**src/rtl/chdr_deframer.sv**
```systemverilog
// CHDR deframer: strips the header and optional timestamp lines from a 64-bit
// CHDR stream and presents the payload on a WIDTH-bit stream with sideband on o_tuser.
module chdr_deframer #(
  parameter int WIDTH      = 32,
  parameter bit STRICT_LEN = 1'b1
) (
  input  logic             clk,
  input  logic             reset_n,
  input  logic             clear,
  input  logic [63:0]      i_tdata,
  input  logic             i_tlast,
  input  logic             i_tvalid,
  output logic             i_tready,
  output logic [WIDTH-1:0] o_tdata,
  output logic [127:0]     o_tuser,
  output logic             o_tlast,
  output logic             o_tvalid,
  input  logic             o_tready,
  output logic             err_len
);

  if (WIDTH != 32 && WIDTH != 64) begin : g_bad_width
    $error("chdr_deframer: WIDTH must be 32 or 64");
  end

  localparam int BPW = WIDTH / 8;

  typedef enum logic [1:0] {ST_HEAD, ST_TIME, ST_BODY, ST_DROP} state_t;

  state_t        state, state_nxt;
  logic          half, half_nxt;
  logic [15:0]   remaining, remaining_nxt;
  logic [127:0]  tuser_nxt;
  logic          err_nxt;

  logic          has_time;
  logic [15:0]   pkt_len, hdr_bytes, payload_bytes;
  logic [15:0]   rem_aligned;
  logic          len_last;
  logic          line_done;

  assign has_time      = i_tdata[61];
  assign pkt_len       = i_tdata[47:32];
  assign hdr_bytes     = has_time ? 16'd16 : 16'd8;
  assign payload_bytes = pkt_len - hdr_bytes;

  // Counting is done at 4-byte granularity; the low bits only travel in o_tuser.
  assign rem_aligned = {remaining[15:2], 2'b00};
  assign len_last    = rem_aligned <= 16'(BPW);
  // The current output word consumes the input line (always for 64-bit, upper-only final line for 32-bit).
  assign line_done   = (WIDTH == 64) || half || (STRICT_LEN && len_last);

  if (WIDTH == 64) begin : g_w64
    assign o_tdata = i_tdata;
  end else begin : g_w32
    assign o_tdata = half ? i_tdata[31:0] : i_tdata[63:32];
  end

  always_comb begin
    state_nxt     = state;
    half_nxt      = half;
    remaining_nxt = remaining;
    tuser_nxt     = o_tuser;
    err_nxt       = 1'b0;
    i_tready      = 1'b0;
    o_tvalid      = 1'b0;
    o_tlast       = 1'b0;
    case (state)
      ST_HEAD: begin
        i_tready = 1'b1;
        if (i_tvalid) begin
          tuser_nxt     = {i_tdata[63:48], payload_bytes, i_tdata[31:0], 64'h0};
          remaining_nxt = payload_bytes;
          half_nxt      = 1'b0;
          if (i_tlast) begin
            err_nxt = 1'b1;
          end else if (STRICT_LEN && (pkt_len < hdr_bytes || payload_bytes == 16'd0)) begin
            err_nxt   = 1'b1;
            state_nxt = ST_DROP;
          end else begin
            state_nxt = has_time ? ST_TIME : ST_BODY;
          end
        end
      end
      ST_TIME: begin
        i_tready = 1'b1;
        if (i_tvalid) begin
          tuser_nxt[63:0] = i_tdata;
          if (i_tlast) begin
            err_nxt   = 1'b1;
            state_nxt = ST_HEAD;
          end else begin
            state_nxt = ST_BODY;
          end
        end
      end
      ST_BODY: begin
        o_tvalid = i_tvalid;
        i_tready = o_tready && line_done;
        if (STRICT_LEN) o_tlast = len_last || (line_done && i_tlast);
        else            o_tlast = line_done && i_tlast;
        if (i_tvalid && o_tready) begin
          remaining_nxt = (remaining > 16'(BPW)) ? remaining - 16'(BPW) : 16'd0;
          if (line_done) begin
            half_nxt = 1'b0;
            if (i_tlast) begin
              state_nxt = ST_HEAD;
              err_nxt   = STRICT_LEN && !len_last;
            end else if (STRICT_LEN && len_last) begin
              state_nxt = ST_DROP;
              err_nxt   = 1'b1;
            end
          end else begin
            half_nxt = 1'b1;
          end
        end
      end
      ST_DROP: begin
        i_tready = 1'b1;
        if (i_tvalid && i_tlast) state_nxt = ST_HEAD;
      end
      default: state_nxt = ST_HEAD;
    endcase
  end

  always_ff @(posedge clk or negedge reset_n) begin
    if (!reset_n) begin
      state     <= ST_HEAD;
      half      <= 1'b0;
      remaining <= 16'd0;
      o_tuser   <= 128'h0;
      err_len   <= 1'b0;
    end else if (clear) begin
      state     <= ST_HEAD;
      half      <= 1'b0;
      remaining <= 16'd0;
      o_tuser   <= 128'h0;
      err_len   <= 1'b0;
    end else begin
      state     <= state_nxt;
      half      <= half_nxt;
      remaining <= remaining_nxt;
      o_tuser   <= tuser_nxt;
      err_len   <= err_nxt;
    end
  end

endmodule

```
**config.mk**
```make
export PLATFORM = sky130hd
export DESIGN_NAME = chdr_deframer
export DESIGN_NICKNAME = d
export VERILOG_FILES = /design/src/rtl/chdr_deframer.sv
export SDC_FILE = /design/constraint.sdc
export NUM_CORES = 1
export LEC_CHECK = 0
export ABC_CLOCK_PERIOD_IN_PS = 2700
export BUFFER_PORTS_ARGS = -buffer_cell sky130_fd_sc_hd__buf_2
export CAP_MARGIN = 40
export CORE_MARGIN = 10
export CORE_UTILIZATION = 45
export CTS_CLUSTER_DIAMETER = 40
export DETAILED_ROUTE_END_ITERATION = 10
export GPL_TIMING_DRIVEN = 0
export PLACE_DENSITY = 0.74
export SETUP_SLACK_MARGIN = 0.1
export SLEW_MARGIN = 10
export SYNTH_ARGS = -nofsm -noshare
export SYNTH_HDL_FRONTEND = slang
export SYNTH_SLANG_ARGS = --single-unit
```
**constraint.sdc**
```tcl
create_clock -name clk -period 2.7 [get_ports clk]
set_clock_uncertainty 0.2 [all_clocks]
set_input_delay 0.135 -clock clk [delete_from_list [all_inputs] [get_ports clk]]
set_output_delay 0.135 -clock clk [all_outputs]
set_load 0.03 [all_outputs]
```
==> results of run 1 <==
==> worst paths after layout <==
check | from | endpoint | depth (start not counted)
hold / removal | reset_n | o_tuser[108] | 2
max in group asynchronous | reset_n | o_tuser[17] | 3
min in group clk | i_tdata[61] | state[0] | 4
setup / recovery | state[1] | i_tready | 6
hold reg to reg | o_tuser[102] | o_tuser[102] | 2
setup reg to reg | state[1] | o_tuser[86] | 7
==> kinds of logic after synthesis <==
family / after synthesis
compound gates: 194
xor+xnor: 12
fa+ha+maj: 5
buf+inv: 50
flops: 148
mux: 31
simple gates: 110
==> flip-flops by register name, indices dropped and copies added (netlist names) <==
name,flops
o_tuser,128
remaining,16
state,2
err_len,1
half,1
==> cells in the final DEF, fill, tap and decap left out, types with 4 or more instances in the layout <==
master	netlist	final
nor2_1	25	24
buf_1	6	6
inv_1	8	7
dlygate4sd3_1	0	67
xnor2_1	8	7
nor4_1	7	5
xor2_1	4	4
buf_2	2	231
clkbuf_1	33	30
o21ai_0	31	31
a21oi_1	9	8
clkbuf_16	0	17
mux2_2	29	29
nand2b_1	5	5
ha_1	4	4
nor3b_1	4	4
clkbuf_2	0	4
nand2_1	35	35
o32ai_1	4	4
nor3_1	11	7
or3_1	4	4
a22o_1	122	122
dfrtp_1	148	148
==> worst max-delay path, stage by stage, from the launching register on <==
cell	delay, ns
dfrtp_1	0.32
clkbuf_1	0.31
inv_1	0.22
nor2_2	0.28
clkbuf_2	0.31
nand2_1	0.11
buf_2	0.19
==> Yosys cell counts, types with 2 or more instances <==
master    instances
xnor2_1           8
a22o_1          122
nand2b_1          5
a21o_1            2
o31ai_1           2
buf_1             6
nor2_1           25
ha_1              4
mux2_2           29
nor3_1           11
o21ai_0          31
nor2b_1           2
buf_2             2
clkbuf_1         33
nor3b_1           4
or3_1             4
o32ai_1           4
nand3_1           3
a31oi_1           2
o21ai_1           3
dfrtp_1         148
or4_1             3
nand2_1          35
o22ai_1           3
xor2_1            4
o31a_1            2
mux2i_1           2
o32a_1            2
nand4_1           3
nor4_1            7
inv_1             8
a21oi_1           9
==> power groups by stage <==
stage | registers (mW) | logic, mW | clock network (mW)
2_1_floorplan | 2.66 | 0.423 | 0
3_3_place_gp | 2.46 | 1.03 | 0
3_5_place_dp | 2.47 | 1.05 | 0
4_1_cts | 2.43 | 1.13 | 2.50
5_1_grt | 2.45 | 1.23 | 2.60
6_report | 2.44 | 1.15 | 2.48
==> metrics by stage <==
stage          hold WS [ns]  cell area (sq um)  setup slack, ns
2_1_floorplan        -0.361               6500            0.262
3_3_place_gp          0.182               7870           -0.734
3_5_place_dp         -0.145               7920           -0.287
4_1_cts             0.00775               9210          0.00409
5_1_grt              0.0345               9280           0.0910
6_report             0.0139               9280            0.183
==> repair_timing <==
action | in CTS | in global routing
cloned | 0 | 0
setup buffers | 0 | 0
resized for setup | 4 | 17
hold endpoints to repair | 269 | 1
hold buffers | 66 | 1
setup endpoints to repair | 36 | 108
==> metal layers <==
layer / GRT usage [%] / vias up / part of all wire [%]
met5: 0 / - / 0
met3: 7.54 / 47 / 7.8
met4: 8.91 / 0 / 2.6
li1: - / 2725 / -
met2: 39.8 / 290 / 49
met1: 28.8 / 3124 / 40
==> final cells by class <==
class / count / share of cell area [%]
Antenna cell: 2 / 0.0539
Buffer: 42 / 1.86
Clock buffer: 19 / 4.77
Clock inverter: 13 / 1.86
Inverter: 8 / 0.323
Multi-Input combinational cell: 352 / 28.7
Sequential cell: 148 / 39.9
Tap cell: 180 / 2.43
Timing Repair Buffer: 299 / 20.1
==> results.md, run 1 <==
* Number of distinct library cells after synthesis at 54
* Starting Density at 46.4%
* Total die area at 0.0196 sq mm
* Routability cong. at 0.960
* Detail Route Antenna Nets at 0
* I/O Pins at 234
* Post-synthesis mux area share at 5.34%
* Largest net degree at the start of global routing at 103
* Register Area at 0.00370 sq mm
* Synth Net Count at 625
* Bufs on Longest Clock Path at 2
* Syn-to-layout area delta at 42.9%
* Worst Max-Slew Pin Slew at 0.750 ns
* Slew Viols, Final at 0
* Via/cell ratio at 5.82
* Synth warn at 0
* Post-route DRC violation count at 0
* Number of flops mapped to enable cells by yosys at 0
* Cell taking the most area after synthesis: dfrtp_1
* Seq/Total Area, Yosys at 57.0%
* Congestion Overflow GR at 0
* Std-Cell Rows at 43
* Cell Pwr Density at 654 mW/mm^2
* Fillcell total at 1085
* Cts bufs inserted at 17
* Mapped Avg Cell Area at 11.8 sq um
* Post-layout instance count excluding filler cells at 1063
* Net Sw Frac at 30.3%
* CP endpoint kind: output pin
* Vias at 6186
* Width of the die at 140 um
* Setup TNS at 0 ns
* Hold Path Class: in -> async
* Unrepaired setup endpoints after global routing: yes
* Share of layout cells above drive strength 1 at 36.0%
* Detailed Route Iter0 Violations at 475
* FFs w/ async S/R, synth at 100%
* Total power at 6.07 mW
* Mapped Cells at 550
* Sw power at 1.84 mW
* Post-Synth XOR/XNOR Area at 1.62%
* Simple-gate share of the synthesized area at 8.34%
* Critical Path RT at 2.37 ns
* Max-cap violations at 0
* Main combinational cell family by area after synthesis: compound AO/OA/AOI/OAI gates
* Initial antenna violation count at 2
* Tcrit/Tclk final at 93.2%
* TritonCTS clock tree: yes
* Fin nets at 943
* Hold Vio Cnt, Final at 0
* Leak Pwr at 4.65 nW
* Post-DP HPWL at 17.7 mm
* Top cells by area, synth: dfrtp_1, a22o_1, mux2_2, o21ai_0, nand2_1
* Synth top area share at 57.0%
* Worst Path Max Fanout at 10
* Internal at 4.23 mW
* CP Launch Type: register
* Max Freq at 0.397 GHz
* Wire per inst at 23.0 um
* All-Layer GR Usage at 24.1%
* Root Driver: clkbuf_16
* Synth Area in Compound Gates at 23.6%
* Top_reg_cell synth: dfrtp_1
* Footprint of the multi-input gates at 0.00266 sq mm
* Dpl cells at 962
* Status: complete, no violations
* Reg2Reg Setup Slack at 0.20 ns
* H-tree depth at 4
* Max_slew headroom at 50.0%
* Post-Synth Adder-Cell Area at 1.08%
* CTS sink cnt at 148
* Synth Cell Area at 0.00650 sq mm
* PortBufs at 229
* First drt pass iteration count at 5
* Final Util at 66.4%
* Sequential Power Share at 40.2%
* Setup CP Type: reg -> out
* Worst-Skew Late Latency at 0.43 ns
* Clock-pin slew on the worst setup and hold paths at 0.06 ns
* Number of global-route vias before repair at 6496
* Post-Route WL at 24.5 mm
* Setup Viol. Count Final at 0
* Register bit total from synthesis at 148
* Die Ht at 140 um
* Global-route wire length before repair at 37.8 mm
* Worst endpoint data arrival time at 2.18 ns
* Comb pwr share at 18.9%
* Clock power share at 40.9%
* Peak supply drop at 0.423 mV
* Min Tclk post-route at 2.52 ns
* Placeable Area at 0.0140 sq mm
Power figures use the tool's default switching activity.
==> inputs of run 2 (changes only) <==
CTS_BUF_LIST = sky130_fd_sc_hd__clkbuf_4   (was default)
SLEW_MARGIN = 20   (was 10)
==> run 2 against run 1 <==
  * Global-route usage fell by 0.38 points
  * Critical path depth did not move
  * Critical endpoint unchanged
  * Sequential share of layout area grew 0.84 points
  * Count of clock-buffer cells in the layout down 2
  * Register-to-register slack worse by 0.05 ns
  * Via count up 1.4%
  * Sequential cell count unchanged
  * Clock power down 45%
==> results.md, run 2 (synthesis gave the netlist of run 1 again) <==
* I/O Pins at 234 (unchanged)
* Status: complete, no violations
* Wire per inst at 22.6 um (-1.7%)
* CTS sink cnt at 148 (unchanged)
* Routed length on met2 at 12.0 mm (-0.36%)
* Biggest register: o_tuser
* CP endpoint kind: output pin
* Met3 routed WL at 1.92 mm (-0.21%)
* Hold Vio Cnt, Final at 0 (unchanged)
* Congestion Overflow GR at 0 (unchanged)
* Share of layout cells above drive strength 1 at 36.0% (about the same)
* Initial antenna violation count at 2 (unchanged)
* Syn-to-layout area delta at 39.9%
* Total die area at 0.0196 sq mm (unchanged)
* Placeable Area at 0.0140 sq mm (unchanged)
* Vias at 6274 (+1.4%)
* Detail Route Antenna Nets at 0 (unchanged)
* Leak Pwr at 4.55 nW (-2.1%)
* Cts bufs inserted at 17 (unchanged)
* Worst slack, placed at -0.295 ns (-0.00788 ns)
* Std-Cell Rows at 43 (unchanged)
* Fin nets at 951 (+0.85%)
* Peak supply drop at 0.448 mV (+5.9%)
* CP Launch Type: register
* Post-DP HPWL at 17.5 mm (-0.81%)
* Wl on met1 at 9.77 mm (-0.74%)
* Bufs on Longest Clock Path at 2 (unchanged)
* H-tree depth at 4 (unchanged)
* Cell Pwr Density at 548 mW/mm^2 (-16%)
* Max-cap violations at 0 (unchanged)
* TritonCTS clock tree: yes
* Number of global-route vias before repair at 6433 (-0.97%)
* Slew Viols, Final at 0 (unchanged)
* Total power at 4.98 mW (-18%)
* Worst endpoint data arrival time at 2.27 ns (+0.09 ns)
* Root Driver: clkbuf_4
* Critical Path RT at 2.37 ns (about the same)
* Width of the die at 140 um (unchanged)
* Post-route DRC violation count at 0 (unchanged)
* First drt pass iteration count at 6 (+1)
* Reg2Reg Setup Slack at 0.15 ns (-0.05 ns)
* PortBufs at 229 (unchanged)
* Setup Viol. Count Final at 0 (unchanged)
* Largest register FFs at 128 (unchanged)
* Highest routed metal layer: met4
* Starting Density at 46.4% (unchanged)
* All-Layer GR Usage at 23.7% (-0.38 points)
* Detailed Route Iter0 Violations at 523 (+10%)
* Min Tclk post-route at 2.60 ns (+0.0855 ns)
* Global-route wire length before repair at 37.5 mm (-0.73%)
* Clock-pin slew on the worst setup and hold paths at 0.14 ns (+0.08 ns)
* Max_slew headroom at 52.4% (+2.4 points)
* Unrepaired setup endpoints after global routing: yes
* Most frequent cells in the layout: buf_2, dfrtp_1, a22o_1
* Largest net degree at the start of global routing at 103 (unchanged)
* Via/cell ratio at 5.86 (+0.66%)
* Hold Path Class: in -> reg
* Final Util at 65.0% (-1.4 points)
* Most common cell after layout, fill and taps aside: buf_2
* Post-Route WL at 24.2 mm (-0.99%)
* Worst Max-Slew Pin Slew at 0.707 ns (-0.0431 ns)
* Routability cong. at 0.960 (unchanged)
* Final worst slack at 0.0970 ns (-0.0855 ns)
* Setup CP Type: reg -> out
* Die Ht at 140 um (unchanged)
* Biggest regs: o_tuser x128, remaining x16, state x2
* Worst Path Max Fanout at 10 (unchanged)
* Worst-Skew Late Latency at 0.54 ns (+0.11 ns)
* Tcrit/Tclk final at 96.4% (+3.2 points)
* Max Freq at 0.384 GHz (-3.3%)
-- run 2: cell count changes in the layout (fill, tap and decap cells not counted), sizes merged, moves of 2 or more --
cell         previous run  this run
inv                    11        15
dlygate4sd3            67        72
clkbuf                 52        50
bufinv                  3         1
buf                   241       244
-- run 2: area by class of cell --
type,instances,area (sq um)
clock buffers,17,128
well taps,180,225
fillers,1118,4900
flip-flops and latches,148,3700
plain buffers,42,173
repair buffers,307,1960
diodes,2,5.00
clock inverters,15,146
inverters,8,30.0
multi-input cells,352,2720
-- run 2: layer usage --
metal  vias up  global-route usage [%]
met4         0                    6.90
li1       2741                       -
met5         -                       0
met1      3218                    29.1
met3        31                    7.64
met2       284                    39.0
-- run 2: path summary, 6_finish.rpt --
kind / from / end / cells past startpoint
max: state[1] / i_tready / 6
max in group asynchronous: reset_n / o_tuser[81] / 4
min in group asynchronous: reset_n / o_tuser[59] / 4
max reg2reg: remaining[3] / remaining[13] / 8
min: i_tdata[35] / remaining[3] / 6
min reg2reg: o_tuser[102] / o_tuser[102] / 2
-- run 2: stage by stage --
step / hold WS [ns] / setup TNS [ns] / cells / cell area [sq um]
3_5_place_dp: -0.145 / -0.859 / 960 / 7920
3_3_place_gp: 0.182 / -116.02 / 959 / 7870
2_1_floorplan: -0.361 / 0 / 550 / 6500
4_1_cts: 0.0676 / 0 / 1065 / 8960
5_1_grt: 0.132 / -0.0461 / 1070 / 9090
6_report: 0.0852 / 0 / 1071 / 9090
-- run 2: where the power goes --
part / internal [mW] / switching [mW]
combinational: 0.413 / 0.764
clock: 0.481 / 0.882
sequential: 2.34 / 0.0977
-- run 2: worst max-delay path: stages, from the launching register on --
cell	delay, ns
dfrtp_1	0.34
buf_1	0.34
inv_1	0.25
nor2_4	0.22
clkbuf_2	0.29
nand2_1	0.10
buf_2	0.19
-- run 2: what timing repair did --
| item | in CTS | in global routing |
|---|---|---|
| resized for setup | 5 | 22 |
| pin swaps | 0 | 4 |
| endpoints found under the hold margin | 284 | 0 |
| hold buffers | 73 | 0 |
| cloned | 0 | 0 |
| buffers inserted | 0 | 3 |
| setup endpoints to repair | 7 | 77 |
==> inputs of run 3 (changes only) <==
ABC_AREA = 1   (was default)
GPL_ROUTABILITY_DRIVEN = 0   (was default)
PLACE_DENSITY = 0.72   (was 0.74)
==> run 3 against run 2 <==
  * Maximum frequency is 4.0% higher
  * Clock power is 24% higher
  * Design area is 7.2% higher
  * Critical path type is now in -> reg
  * Highest routed layer unchanged
==> results.md, run 3 <==
* Std-Cell Rows at 45 (+4.7%)
* Comb pwr share at 47.0% (+23 points)
* H-tree depth at 4 (unchanged)
* Number of global-route vias before repair at 7254 (+13%)
* Syn-to-layout area delta at 37.3%
* Starting Density at 46.3% (-0.11 points)
* Global-route wire length before repair at 40.2 mm (+7.3%)
* Cell Pwr Density at 879 mW/mm^2 (+60%)
* Cts bufs inserted at 17 (unchanged)
* Worst slack, placed at 0.0806 ns (+0.376 ns)
* Worst-Skew Late Latency at 0.55 ns (about the same)
* Max_slew headroom at 57.2% (+4.8 points)
* Width of the die at 146 um (+3.9%)
* Largest register FFs at 128 (unchanged)
* Post-route DRC violation count at 0 (unchanged)
* Slew Viols, Final at 0 (unchanged)
* Detail Route Antenna Nets at 0 (unchanged)
* Top cells by area, synth: dfrtp_1, inv_1, o21ai_0, o22ai_1, nand3_1
* Synth warn at 0 (unchanged)
* Synth Net Count at 925 (+48%)
* Internal at 4.65 mW (+44%)
* CP Launch Type: input pin
* Status: complete, no violations
* Peak supply drop at 0.522 mV (+16%)
* CTS sink cnt at 148 (unchanged)
* Setup CP Type: in -> reg
* Post-Route WL at 26.3 mm (+8.5%)
* Die Ht at 146 um (+3.9%)
* Cell Area, Placed at 0.00856 sq mm (+8.2%)
* Critical Path RT at 2.99 ns (+0.62 ns)
* Worst Max-Slew Pin Slew at 0.642 ns (-0.0641 ns)
* Register bit total from synthesis at 148 (unchanged)
* Congestion Overflow GR at 0 (unchanged)
* Hold Vio Cnt, Final at 0 (unchanged)
* Mapped Avg Cell Area at 8.35 sq um (-29%)
* Net Sw Frac at 45.6% (+11 points)
* First drt pass iteration count at 7 (+1)
* Wire per inst at 18.7 um (-17%)
* Min-Delay Path Depth at 4 (-2)
* Worst Path Max Fanout at 5 (-5)
* Fillcell total at 1352 (+21%)
* Unrepaired setup endpoints after global routing: yes
* Final Cell Area at 0.00974 sq mm (+7.2%)
* TritonCTS clock tree: yes
* Top_reg_cell synth: dfrtp_1
* Max-cap violations at 0 (unchanged)
* Initial antenna violation count at 1 (-1)
* Cell taking the most area after synthesis: dfrtp_1
* Hold slack at 0.196 ns (+0.110 ns)
* Root Driver: clkbuf_4
* Number of flops mapped to enable cells by yosys at 0 (unchanged)
* I/O Pins at 234 (unchanged)
* Sw power at 3.91 mW (+120%)
* Reg2Reg Setup Slack at 0.29 ns (+0.14 ns)
* Count leader, synth: inv_1
* Seq/Total Area, Yosys at 52.2% (-4.8 points)
* Max Freq at 0.399 GHz (+4.0%)
* Leak Pwr at 5.11 nW (+12%)
* Most frequent cells in the layout: buf_2, inv_1, dfrtp_1
* Worst endpoint data arrival time at 2.80 ns (+0.53 ns)
* Post-DP HPWL at 19.3 mm (+10%)
* All-Layer GR Usage at 23.7% (about the same)
* Mapped Cells at 850 (+55%)
* Fin nets at 1254 (+32%)
* Via/cell ratio at 5.25 (-10%)
* Synth Cell Area at 0.00710 sq mm (+9.2%)
* Total die area at 0.0212 sq mm (+7.9%)
* Clock-pin slew on the worst setup and hold paths at 0.13 ns (about the same)
* R2R cell count at 6 (-2)
* Min Tclk post-route at 2.50 ns (-0.0992 ns)
* Most common cell after layout, fill and taps aside: buf_2
* Synth top area share at 52.2% (-4.8 points)
* Placeable Area at 0.0153 sq mm (+9.5%)
* Sequential Power Share at 33.3% (-16 points)
* Vias at 7367 (+17%)
* Tcrit/Tclk final at 92.7% (-3.7 points)
* Number of distinct library cells after synthesis at 32 (-41%)
* Clock power share at 19.7% (-7.7 points)
* Setup Viol. Count Final at 0 (unchanged)
* PortBufs at 233 (+1.7%)
* Final worst slack at 0.196 ns (+0.0992 ns)
* Bufs on Longest Clock Path at 2 (unchanged)
* Detailed Route Iter0 Violations at 520 (-0.57%)
* Hold Path Class: in -> reg
* Largest net degree at the start of global routing at 82 (-20%)
* Share of layout cells above drive strength 1 at 27.8% (-8.2 points)
* FFs w/ async S/R, synth at 100% (unchanged)
* Biggest register: o_tuser
* CP endpoint kind: register
* Top cells by count, synth: inv_1, dfrtp_1, nand2_1
* Biggest regs: o_tuser x128, remaining x16, state x2
[run 3: cell count changes after synthesis, sizes merged, moves of 66 or more]
cell and change:
nand2 +74, o22ai +71, nand3 +83, inv +160, a22o -123, o21ai +66
[run 3: cells by family after synthesis]
logic type	synth area share [%]
xor+xnor	1.36
buf+inv	11.4
simple gates	17.3
compound gates	16.8
fa+ha+maj	0.988
flops	52.2
[run 3: worst max-delay path, stage by stage]
cell           delay [ns]
dlygate4sd3_1        0.54
buf_2                0.14
inv_2                0.08
ha_2                 0.20
fa_2                 0.57
inv_1                0.07
nor2_1               0.08
nand3_1              0.11
nor2_1               0.13
nand3_1              0.11
nor2_2               0.10
nand2_1              0.06
inv_2                0.05
nand2_2              0.04
nand2_2              0.08
nand2_1              0.06
nand2_1              0.07
nand2_1              0.06
a21oi_2              0.11
[run 3: metrics by stage]
| stage | std cells | setup TNS, ns | utilization [%] | power [mW] |
|---|---|---|---|---|
| 5_1_grt | 1404 | 0 | 63.6 | 9.04 |
| 3_3_place_gp | 1294 | -133.46 | 55.7 | 6.54 |
| 4_1_cts | 1398 | 0 | 63.0 | 8.41 |
| 6_report | 1404 | 0 | 63.6 | 8.56 |
| 3_5_place_dp | 1295 | 0 | 55.9 | 6.58 |
| 2_1_floorplan | 850 | 0 | - | 5.39 |
[run 3: timing repair]
item | in CTS | in global routing
gates cloned | 0 | 0
hold buffers | 70 | 0
setup endpoints to repair | 28 | 10
pin swaps | 1 | 7
endpoints found under the hold margin | 296 | 0
gates resized for setup | 8 | 23
setup buffers | 1 | 5
[run 3: path summary, 6_finish.rpt]
| kind | from | to |
|---|---|---|
| worst max-delay path | i_tdata[61] | err_len |
| worst min-delay path | i_tdata[47] | o_tuser[47] |
| worst max register to register | state[0] | remaining[0] |
| worst min register to register | o_tuser[30] | o_tuser[30] |
| max in group asynchronous | reset_n | o_tuser[99] |
| min in group asynchronous | reset_n | o_tuser[15] |
[run 3: per-layer routing]
layer	GRT usage (%)	vias up	part of all wire (%)	wire, um
li1	-	3447	-	-
met1	29.0	3494	40	10600
met2	39.4	358	48	12700
met3	5.62	68	7.9	2080
met4	9.96	0	3.8	1010
met5	0	-	0	0
[run 3: final cells by class]
cell class | count | area (sq um) | share of cell area [%]
Tap cell | 211 | 264 | 2.71
Antenna cell | 1 | 2.50 | 0.0257
Sequential cell | 148 | 3700 | 38.0
Clock inverter | 14 | 224 | 2.30
Inverter | 170 | 642 | 6.59
Clock buffer | 18 | 135 | 1.39
Buffer | 44 | 175 | 1.80
Multi-Input combinational cell | 488 | 2640 | 27.1
Timing Repair Buffer | 310 | 1960 | 20.1
[run 3: power by group through the flow]
stage / sequential [mW] / clock (mW) / combinational (mW)
global route: 2.90 / 1.80 / 4.33
detailed placement: 2.88 / 0 / 3.71
global placement: 2.87 / 0 / 3.68
CTS: 2.84 / 1.72 / 3.85
finish: 2.85 / 1.69 / 4.02
floorplan: 3.38 / 0 / 2.01
